### src/rtl/i2c_init_sequencer_if.sv
// Command/data stream bundle between the init sequencer and the i2c_master core.
// The sequencer side uses the master modport; the i2c_master core (or a bench
// model of it) uses the slave modport.
interface i2c_init_sequencer_if;
  logic [6:0] cmd_address;
  logic       cmd_start;
  logic       cmd_read;
  logic       cmd_write;
  logic       cmd_write_multiple;
  logic       cmd_stop;
  logic       cmd_valid;
  logic       cmd_ready;
  logic [7:0] data_in;
  logic       data_in_valid;
  logic       data_in_ready;
  logic       data_in_last;
  logic       i2c_busy;
  logic       missed_ack;

  modport master (
    output cmd_address, cmd_start, cmd_read, cmd_write, cmd_write_multiple, cmd_stop,
    output cmd_valid, data_in, data_in_valid, data_in_last,
    input  cmd_ready, data_in_ready, i2c_busy, missed_ack
  );

  modport slave (
    input  cmd_address, cmd_start, cmd_read, cmd_write, cmd_write_multiple, cmd_stop,
    input  cmd_valid, data_in, data_in_valid, data_in_last,
    output cmd_ready, data_in_ready, i2c_busy, missed_ack
  );
endinterface

### src/rtl/i2c_init_sequencer.sv
// Table-driven I2C register-write sequencer for power-up configuration.
// Walks a synchronous ROM of {end, device, register, value} words and issues
// one write transaction (address, register byte, value byte, STOP) per entry.
//
// Optional feature: define I2C_INIT_RETRY_EN to retry an entry up to MAX_RETRY
// extra times after a missed ACK, with GAP_CYCLES idle cycles before each retry.
// Without it, a missed ACK aborts immediately and no retry/gap counters exist.
//
// state  | meaning
// -------+-----------------------------------------------------------
// IDLE   | waiting for start
// FETCH  | rom_addr presented, waiting one cycle of ROM latency
// CHECK  | latch entry, clear ack flag; end marker -> DONE
// CMD    | cmd_valid held until cmd_ready
// DATA0  | register byte held until data_in_ready
// DATA1  | value byte (last) held until data_in_ready
// WAIT   | at least 2 cycles, then wait for master idle
// EVAL   | next entry, retry or abort depending on ack flag
// RETRY  | idle gap before re-issuing the same entry (retry build only)
// DONE   | one-cycle done pulse
// ERROR  | record failing index, set sticky error
module i2c_init_sequencer #(
  parameter int ADDR_W     = 8,
  parameter int MAX_RETRY  = 3,
  parameter int GAP_CYCLES = 1000
) (
  input  logic                  clk,
  input  logic                  rst,
  input  logic                  start,
  output logic                  busy,
  output logic                  done,
  output logic                  error,
  output logic [ADDR_W-1:0]     err_index,
  output logic [ADDR_W-1:0]     rom_addr,
  input  logic [23:0]           rom_data,
  i2c_init_sequencer_if.master  i2c
);

  typedef enum logic [3:0] {
    S_IDLE, S_FETCH, S_CHECK, S_CMD, S_DATA0, S_DATA1,
    S_WAIT, S_EVAL, S_RETRY, S_DONE, S_ERROR
  } state_t;

  state_t              state_q, state_d;
  logic [ADDR_W-1:0]   rom_addr_q, rom_addr_d;
  logic [ADDR_W-1:0]   err_index_q, err_index_d;
  logic                error_q, error_d;
  logic [22:0]         entry_q, entry_d;
  logic                nack_q, nack_d;
  logic                wait_cnt_q, wait_cnt_d;

`ifdef I2C_INIT_RETRY_EN
  localparam int RETRY_W = (MAX_RETRY > 0) ? $clog2(MAX_RETRY + 1) : 1;
  localparam int GAP_W   = (GAP_CYCLES > 1) ? $clog2(GAP_CYCLES) : 1;

  logic [RETRY_W-1:0]  retry_q, retry_d;
  logic [GAP_W-1:0]    gap_q, gap_d;
`endif

  // Next-state and datapath updates; every _d defaults to its flop.
  always_comb begin
    state_d     = state_q;
    rom_addr_d  = rom_addr_q;
    err_index_d = err_index_q;
    error_d     = error_q;
    entry_d     = entry_q;
    nack_d      = nack_q;
    wait_cnt_d  = wait_cnt_q;
`ifdef I2C_INIT_RETRY_EN
    retry_d     = retry_q;
    gap_d       = gap_q;
`endif

    case (state_q)
      S_IDLE: begin
        if (start) begin
          state_d    = S_FETCH;
          rom_addr_d = '0;
          error_d    = 1'b0;
        end
      end
      S_FETCH: state_d = S_CHECK;
      S_CHECK: begin
        entry_d = rom_data[22:0];
        nack_d  = 1'b0;
`ifdef I2C_INIT_RETRY_EN
        retry_d = '0;
`endif
        state_d = rom_data[23] ? S_DONE : S_CMD;
      end
      S_CMD: begin
        if (i2c.cmd_ready) state_d = S_DATA0;
      end
      S_DATA0: begin
        if (i2c.data_in_ready) state_d = S_DATA1;
      end
      S_DATA1: begin
        if (i2c.data_in_ready) begin
          state_d    = S_WAIT;
          wait_cnt_d = 1'b1;
        end
      end
      S_WAIT: begin
        // the master may not have raised busy yet; give it two cycles first
        if (wait_cnt_q != 1'b0) begin
          wait_cnt_d = wait_cnt_q - 1'b1;
        end else if (!i2c.i2c_busy) begin
          state_d = S_EVAL;
        end
      end
      S_EVAL: begin
        if (!nack_q) begin
          // last table slot without an end marker finishes instead of wrapping
          if (rom_addr_q == {ADDR_W{1'b1}}) begin
            state_d = S_DONE;
          end else begin
            rom_addr_d = rom_addr_q + 1'b1;
            state_d    = S_FETCH;
          end
        end else begin
`ifdef I2C_INIT_RETRY_EN
          if (retry_q < RETRY_W'(MAX_RETRY)) begin
            gap_d   = GAP_W'(GAP_CYCLES - 1);
            state_d = S_RETRY;
          end else begin
            state_d = S_ERROR;
          end
`else
          state_d = S_ERROR;
`endif
        end
      end
      S_RETRY: begin
`ifdef I2C_INIT_RETRY_EN
        if (gap_q == '0) begin
          retry_d = retry_q + 1'b1;
          nack_d  = 1'b0;
          state_d = S_CMD;
        end else begin
          gap_d = gap_q - 1'b1;
        end
`else
        state_d = S_IDLE;
`endif
      end
      S_DONE: state_d = S_IDLE;
      S_ERROR: begin
        error_d     = 1'b1;
        err_index_d = rom_addr_q;
        state_d     = S_IDLE;
      end
      default: state_d = S_IDLE;
    endcase

    // missed ACK anywhere in the transaction window marks the entry failed
    if (i2c.missed_ack && (state_q == S_CMD || state_q == S_DATA0 ||
                           state_q == S_DATA1 || state_q == S_WAIT)) begin
      nack_d = 1'b1;
    end
  end

  // State and datapath registers with synchronous reset.
  always_ff @(posedge clk) begin
    if (rst) begin
      state_q     <= S_IDLE;
      rom_addr_q  <= '0;
      err_index_q <= '0;
      error_q     <= 1'b0;
      entry_q     <= '0;
      nack_q      <= 1'b0;
      wait_cnt_q  <= 1'b0;
`ifdef I2C_INIT_RETRY_EN
      retry_q     <= '0;
      gap_q       <= '0;
`endif
    end else begin
      state_q     <= state_d;
      rom_addr_q  <= rom_addr_d;
      err_index_q <= err_index_d;
      error_q     <= error_d;
      entry_q     <= entry_d;
      nack_q      <= nack_d;
      wait_cnt_q  <= wait_cnt_d;
`ifdef I2C_INIT_RETRY_EN
      retry_q     <= retry_d;
      gap_q       <= gap_d;
`endif
    end
  end

  assign busy      = (state_q != S_IDLE);
  assign done      = (state_q == S_DONE);
  assign error     = error_q;
  assign err_index = err_index_q;
  assign rom_addr  = rom_addr_q;

  // Command flags are only meaningful with cmd_valid; gating them keeps every
  // output at 0 in reset while presenting write_multiple+stop with each command.
  assign i2c.cmd_valid          = (state_q == S_CMD);
  assign i2c.cmd_address        = entry_q[22:16];
  assign i2c.cmd_start          = 1'b0;
  assign i2c.cmd_read           = 1'b0;
  assign i2c.cmd_write          = 1'b0;
  assign i2c.cmd_write_multiple = (state_q == S_CMD);
  assign i2c.cmd_stop           = (state_q == S_CMD);

  assign i2c.data_in_valid = (state_q == S_DATA0) || (state_q == S_DATA1);
  assign i2c.data_in_last  = (state_q == S_DATA1);
  assign i2c.data_in       = (state_q == S_DATA1) ? entry_q[7:0] : entry_q[15:8];

endmodule

### src/flat_wrapper.sv
// flat-port wrapper written by rule: the top's interface ports become plain ports
module i2c_init_sequencer_flat 
#(
  parameter int ADDR_W     = 8,
  parameter int MAX_RETRY  = 3,
  parameter int GAP_CYCLES = 1000
)
  (clk, rst, start, busy, done, error, err_index, rom_addr, rom_data, i2c_cmd_address, i2c_cmd_start, i2c_cmd_read, i2c_cmd_write, i2c_cmd_write_multiple, i2c_cmd_stop, i2c_cmd_valid, i2c_data_in, i2c_data_in_valid, i2c_data_in_last, i2c_cmd_ready, i2c_data_in_ready, i2c_i2c_busy, i2c_missed_ack);
  i2c_init_sequencer_if i2c_i ();
  input  logic clk;
  input  logic rst;
  input  logic start;
  output logic busy;
  output logic done;
  output logic error;
  output logic [ADDR_W-1:0] err_index;
  output logic [ADDR_W-1:0] rom_addr;
  input  logic [23:0] rom_data;
  output wire logic [$bits(i2c_i.cmd_address)-1:0] i2c_cmd_address;
  output wire logic [$bits(i2c_i.cmd_start)-1:0] i2c_cmd_start;
  output wire logic [$bits(i2c_i.cmd_read)-1:0] i2c_cmd_read;
  output wire logic [$bits(i2c_i.cmd_write)-1:0] i2c_cmd_write;
  output wire logic [$bits(i2c_i.cmd_write_multiple)-1:0] i2c_cmd_write_multiple;
  output wire logic [$bits(i2c_i.cmd_stop)-1:0] i2c_cmd_stop;
  output wire logic [$bits(i2c_i.cmd_valid)-1:0] i2c_cmd_valid;
  output wire logic [$bits(i2c_i.data_in)-1:0] i2c_data_in;
  output wire logic [$bits(i2c_i.data_in_valid)-1:0] i2c_data_in_valid;
  output wire logic [$bits(i2c_i.data_in_last)-1:0] i2c_data_in_last;
  input wire logic [$bits(i2c_i.cmd_ready)-1:0] i2c_cmd_ready;
  input wire logic [$bits(i2c_i.data_in_ready)-1:0] i2c_data_in_ready;
  input wire logic [$bits(i2c_i.i2c_busy)-1:0] i2c_i2c_busy;
  input wire logic [$bits(i2c_i.missed_ack)-1:0] i2c_missed_ack;
  assign i2c_cmd_address = i2c_i.cmd_address;
  assign i2c_cmd_start = i2c_i.cmd_start;
  assign i2c_cmd_read = i2c_i.cmd_read;
  assign i2c_cmd_write = i2c_i.cmd_write;
  assign i2c_cmd_write_multiple = i2c_i.cmd_write_multiple;
  assign i2c_cmd_stop = i2c_i.cmd_stop;
  assign i2c_cmd_valid = i2c_i.cmd_valid;
  assign i2c_data_in = i2c_i.data_in;
  assign i2c_data_in_valid = i2c_i.data_in_valid;
  assign i2c_data_in_last = i2c_i.data_in_last;
  assign i2c_i.cmd_ready = i2c_cmd_ready;
  assign i2c_i.data_in_ready = i2c_data_in_ready;
  assign i2c_i.i2c_busy = i2c_i2c_busy;
  assign i2c_i.missed_ack = i2c_missed_ack;
  i2c_init_sequencer #(.ADDR_W(ADDR_W), .MAX_RETRY(MAX_RETRY), .GAP_CYCLES(GAP_CYCLES)) u_core (.clk(clk), .rst(rst), .start(start), .busy(busy), .done(done), .error(error), .err_index(err_index), .rom_addr(rom_addr), .rom_data(rom_data), .i2c(i2c_i));
endmodule
### config.mk
export PLATFORM = sky130hd
export DESIGN_NAME = i2c_init_sequencer_flat
export DESIGN_NICKNAME = d
export VERILOG_FILES = /design/src/rtl/i2c_init_sequencer_if.sv /design/src/rtl/i2c_init_sequencer.sv /design/src/flat_wrapper.sv
export SDC_FILE = /design/constraint.sdc
export NUM_CORES = 1
export LEC_CHECK = 0
export ABC_CLOCK_PERIOD_IN_PS = 2200
export CELL_PAD_IN_SITES_DETAIL_PLACEMENT = 0
export CELL_PAD_IN_SITES_GLOBAL_PLACEMENT = 1
export CORE_ASPECT_RATIO = 0.8
export CORE_MARGIN = 8
export CORE_UTILIZATION = 33
export CTS_CLUSTER_DIAMETER = 100
export DETAILED_ROUTE_END_ITERATION = 6
export HOLD_SLACK_MARGIN = 0.08
export PLACE_DENSITY = 0.79
export SETUP_SLACK_MARGIN = 0.2
export SLEW_MARGIN = 20
export SYNTH_ARGS = -nofsm -noshare
export SYNTH_HDL_FRONTEND = slang
export SYNTH_SLANG_ARGS = --single-unit
### constraint.sdc
create_clock -name clk -period 2.2 [get_ports clk]
set_input_delay 0.44 -clock clk [delete_from_list [all_inputs] [get_ports clk]]
set_output_delay 0.44 -clock clk [all_outputs]
set_load 0.005 [all_outputs]
==> impl_metrics.ini <==
[worst_hold_path]
hold_path.class = flip-flop to flip-flop
whs_path_depth = 2
hold_path_end = u_core.entry_q[20]
min-delay-start = u_core.entry_q[20]

[critical_path]
slowest_stage = dfxtp_4
worstPathRequired_ns = 1.76
crit_family = buffers and inverters
cp.arrival_ns = 1.72
r2r_cells = 7
cp-end-kind = output pin
crit_fanout = 4
worstPathCellList = nor4b_4 > buf_6 > buf_6 > mux2_4 > buf_6
reg2reg_slack_ns = 0.28
r2r-start = u_core.state_q[3]
critical_path.reg2reg.endpoint = u_core.rom_addr[3]
crit_top_cell = buf_6
crit_type = flip-flop to output pin
cp_num_buf_inv = 3
cp_slowest_stage_delay_ns = 0.37
startpoint_type = flip-flop

[cts]
cts_buffers = 5
clockBufferDepth = 2
clkTransAtPathRegs_ns = 0.09
clk-insertion-delay-late_ns = 0.30
cts-root-buf = clkbuf_8
cts_hold_buffers = 0
cts_sinks = 46
htreeDepth = 2
cts_tree = yes

[floorplan]
initial_core_util_pct = 34.4
core_sq_um = 6440
fp.dieW_um = 108
die_area_sq_um = 9620
io_pins = 73
fp.dieH_um = 89.3
row_count = 26

[final_layout]
final_nets = 390
n_antenna_cell = 0
post-route-util_pct = 51.0
drive_gt1_share_pct = 22.6
mostFrequentLayoutCells = 68 x nand2_1, 54 x clkdlybuf4s50_1, 42 x dfxtp_1
area_growth_pct = 48.1
final_common_cell = nand2_1
finalNonFillerCells = 443

[route]
wl_met2_mm = 3.20
wire_per_inst_um = 14.8
drc = 0
dr_wl_met3_um = 333
vias = 2137
vias_per_cell = 4.82
drt_pass1_iterations = 4
drt_iter0_drc = 129
postRouteAntennaNets = 0
wl_met1_mm = 2.99
highest_layer = met4
wl_mm = 6.56

[timing]
fmax_mhz = 462
worstMarginPinSlew_ns = 0.594
worst_slack_ns = 0.0353
final_hold_viol_count = 0
finalCriticalPeriod_ns = 2.16
min_period_over_period_pct = 98.4
grt_setup_unrepaired = yes
drv_slew = 0
fin_skew_ns = 0.00484
hold_ws_ns = 0.458
setup_violations = 0
max_slew_margin_pct = 60.2

[yosys]
yosysTopAreaCell = dfxtp_1
synth_fa_ha_area_share_pct = 0.564
ys_seq_elements = 46
synthXorXnorAreaFrac_pct = 0
yosysWarningCount = 0
synth_top_family_by_area = simple AND/OR/NAND/NOR gates
syn_area_sq_um = 2220
synth_compound_area_share_pct = 17.6
syn_inst = 279
synth_cell_types = 45
ys_seq_area_share_pct = 41.5
synth_ff_type = dfxtp_1
yosys.area_share.simple_pct = 26.5
muxShareOfSynthArea_pct = 4.06
async_flop_share_pct = 0
avgSynthCellArea_sq_um = 7.95
synth_edf_count = 0
yosys.area.top_type_share_pct = 41.5
synth_area_leaders = dfxtp_1 42%, nand2_1 12%, a21oi_1 8.6%

[placed_design]
gp_congestion = 0.783
port_buffers = 69
hpwl_mm = 4.65
pre_cts_ws_ns = 0.0974
dp.cells = 423

[power_and_ir_drop]
p_leak_nw = 1.21
power_mw = 1.95
p_per_area_nw_per_um2 = 594
ir_drop_uv = 363

[grt]
grt_overflow_total = 0
first_global_vias = 2162
grt_max_degree = 24
antenna_found_initial = 0
grt_pass1_wl_mm = 10.5
grt_util_all_layers_pct = 13.5

[job]
maxCapViolations = 0

[outcome]
status = finished clean
[cell type report]
| class | count | area (sq um) |
|---|---|---|
| Tap cell | 84 | 105 |
| Multi-Input combinational cell | 196 | 1150 |
| Fill cell | 627 | 3160 |
| Clock inverter | 1 | 8.76 |
| Clock buffer | 7 | 96.3 |
| Inverter | 6 | 22.5 |
| Timing Repair Buffer | 103 | 968 |
| Sequential cell | 46 | 928 |
[through the flow]
stage	TNS, ns	area, sq um
2_1_floorplan	0	2230
3_3_place_gp	0	3000
3_5_place_dp	0	3000
4_1_cts	0	3240
5_1_grt	-0.114	3280
6_report	0	3280
[what timing repair did]
item,in CTS,in global routing
pin swaps,1,4
setup endpoints to repair,15,17
buffers inserted,8,3
gates resized for setup,73,14
cloned,1,0
[worst max-delay path by stage]
stage	slack, ns	startpoint	depth (start not counted)	to
CTS	0.01	u_core.state_q[0]	6	i2c_data_in[5]
detailed placement	0.1	u_core.state_q[0]	5	i2c_data_in[1]
finish	0.04	u_core.state_q[1]	5	i2c_data_in[1]
floorplan	0.37	u_core.state_q[0]	3	i2c_data_in[0]
global placement	0.14	u_core.state_q[0]	5	i2c_data_in[3]
global route	-0.03	u_core.state_q[1]	5	i2c_data_in[4]
[worst reg2reg max path, delay by kind of cell (launching register included)]
kind                   cells  cell delay [ns]
AOI/OAI and AO/OA          2             0.38
buffers and inverters      3             0.42
DFF                        1             0.35
and+or+nand+nor            2             0.68
[layer usage]
metal / vias up / track usage, %
met5: - / 0
met4: 0 / 4.52
met3: 2 / 2.88
met2: 49 / 22.6
met1: 982 / 16.9
li1: 1104 / -
[cell families (layout without fill, tap and decap cells)]
family / Yosys count / in the layout
compound gates: 63 / 63
fa+ha+maj: 1 / 1
buf+inv: 39 / 117
flops: 46 / 46
mux: 8 / 8
other cells: 1 / 3
simple gates: 121 / 121
[state kept, by name (all words and copies together) (netlist names)]
name and cells:
u_core.entry_q 23, u_core.err_index 8, u_core.error 1, u_core.nack_q 1, u_core.rom_addr 8, u_core.state_q 4, u_core.wait_cnt_q 1
[power breakdown]
group / switching, mW / leakage [nW] / total [mW] / internal, mW
Combinational: 0.221 / 0.780 / 0.467 / 0.247
Clock: 0.288 / 0.0544 / 0.576 / 0.288
Sequential: 0.0299 / 0.374 / 0.908 / 0.878
[cells in the mapped netlist, types with 2 or more instances]
library cell / instances
nand2_1: 68
dfxtp_1: 46
a21oi_1: 38
clkbuf_1: 13
nand3_1: 13
buf_4: 12
nor2_1: 10
mux2_2: 8
inv_1: 6
buf_2: 5
or3_1: 5
a211oi_1: 4
a31oi_1: 4
o21ai_0: 4
nand2b_1: 3
nand3b_1: 3
nand4_1: 3
nor3_1: 3
a221oi_1: 2
a2bb2oi_1: 2
buf_6: 2
nor3b_1: 2
No activity file was read; power rests on OpenSTA's default activity.
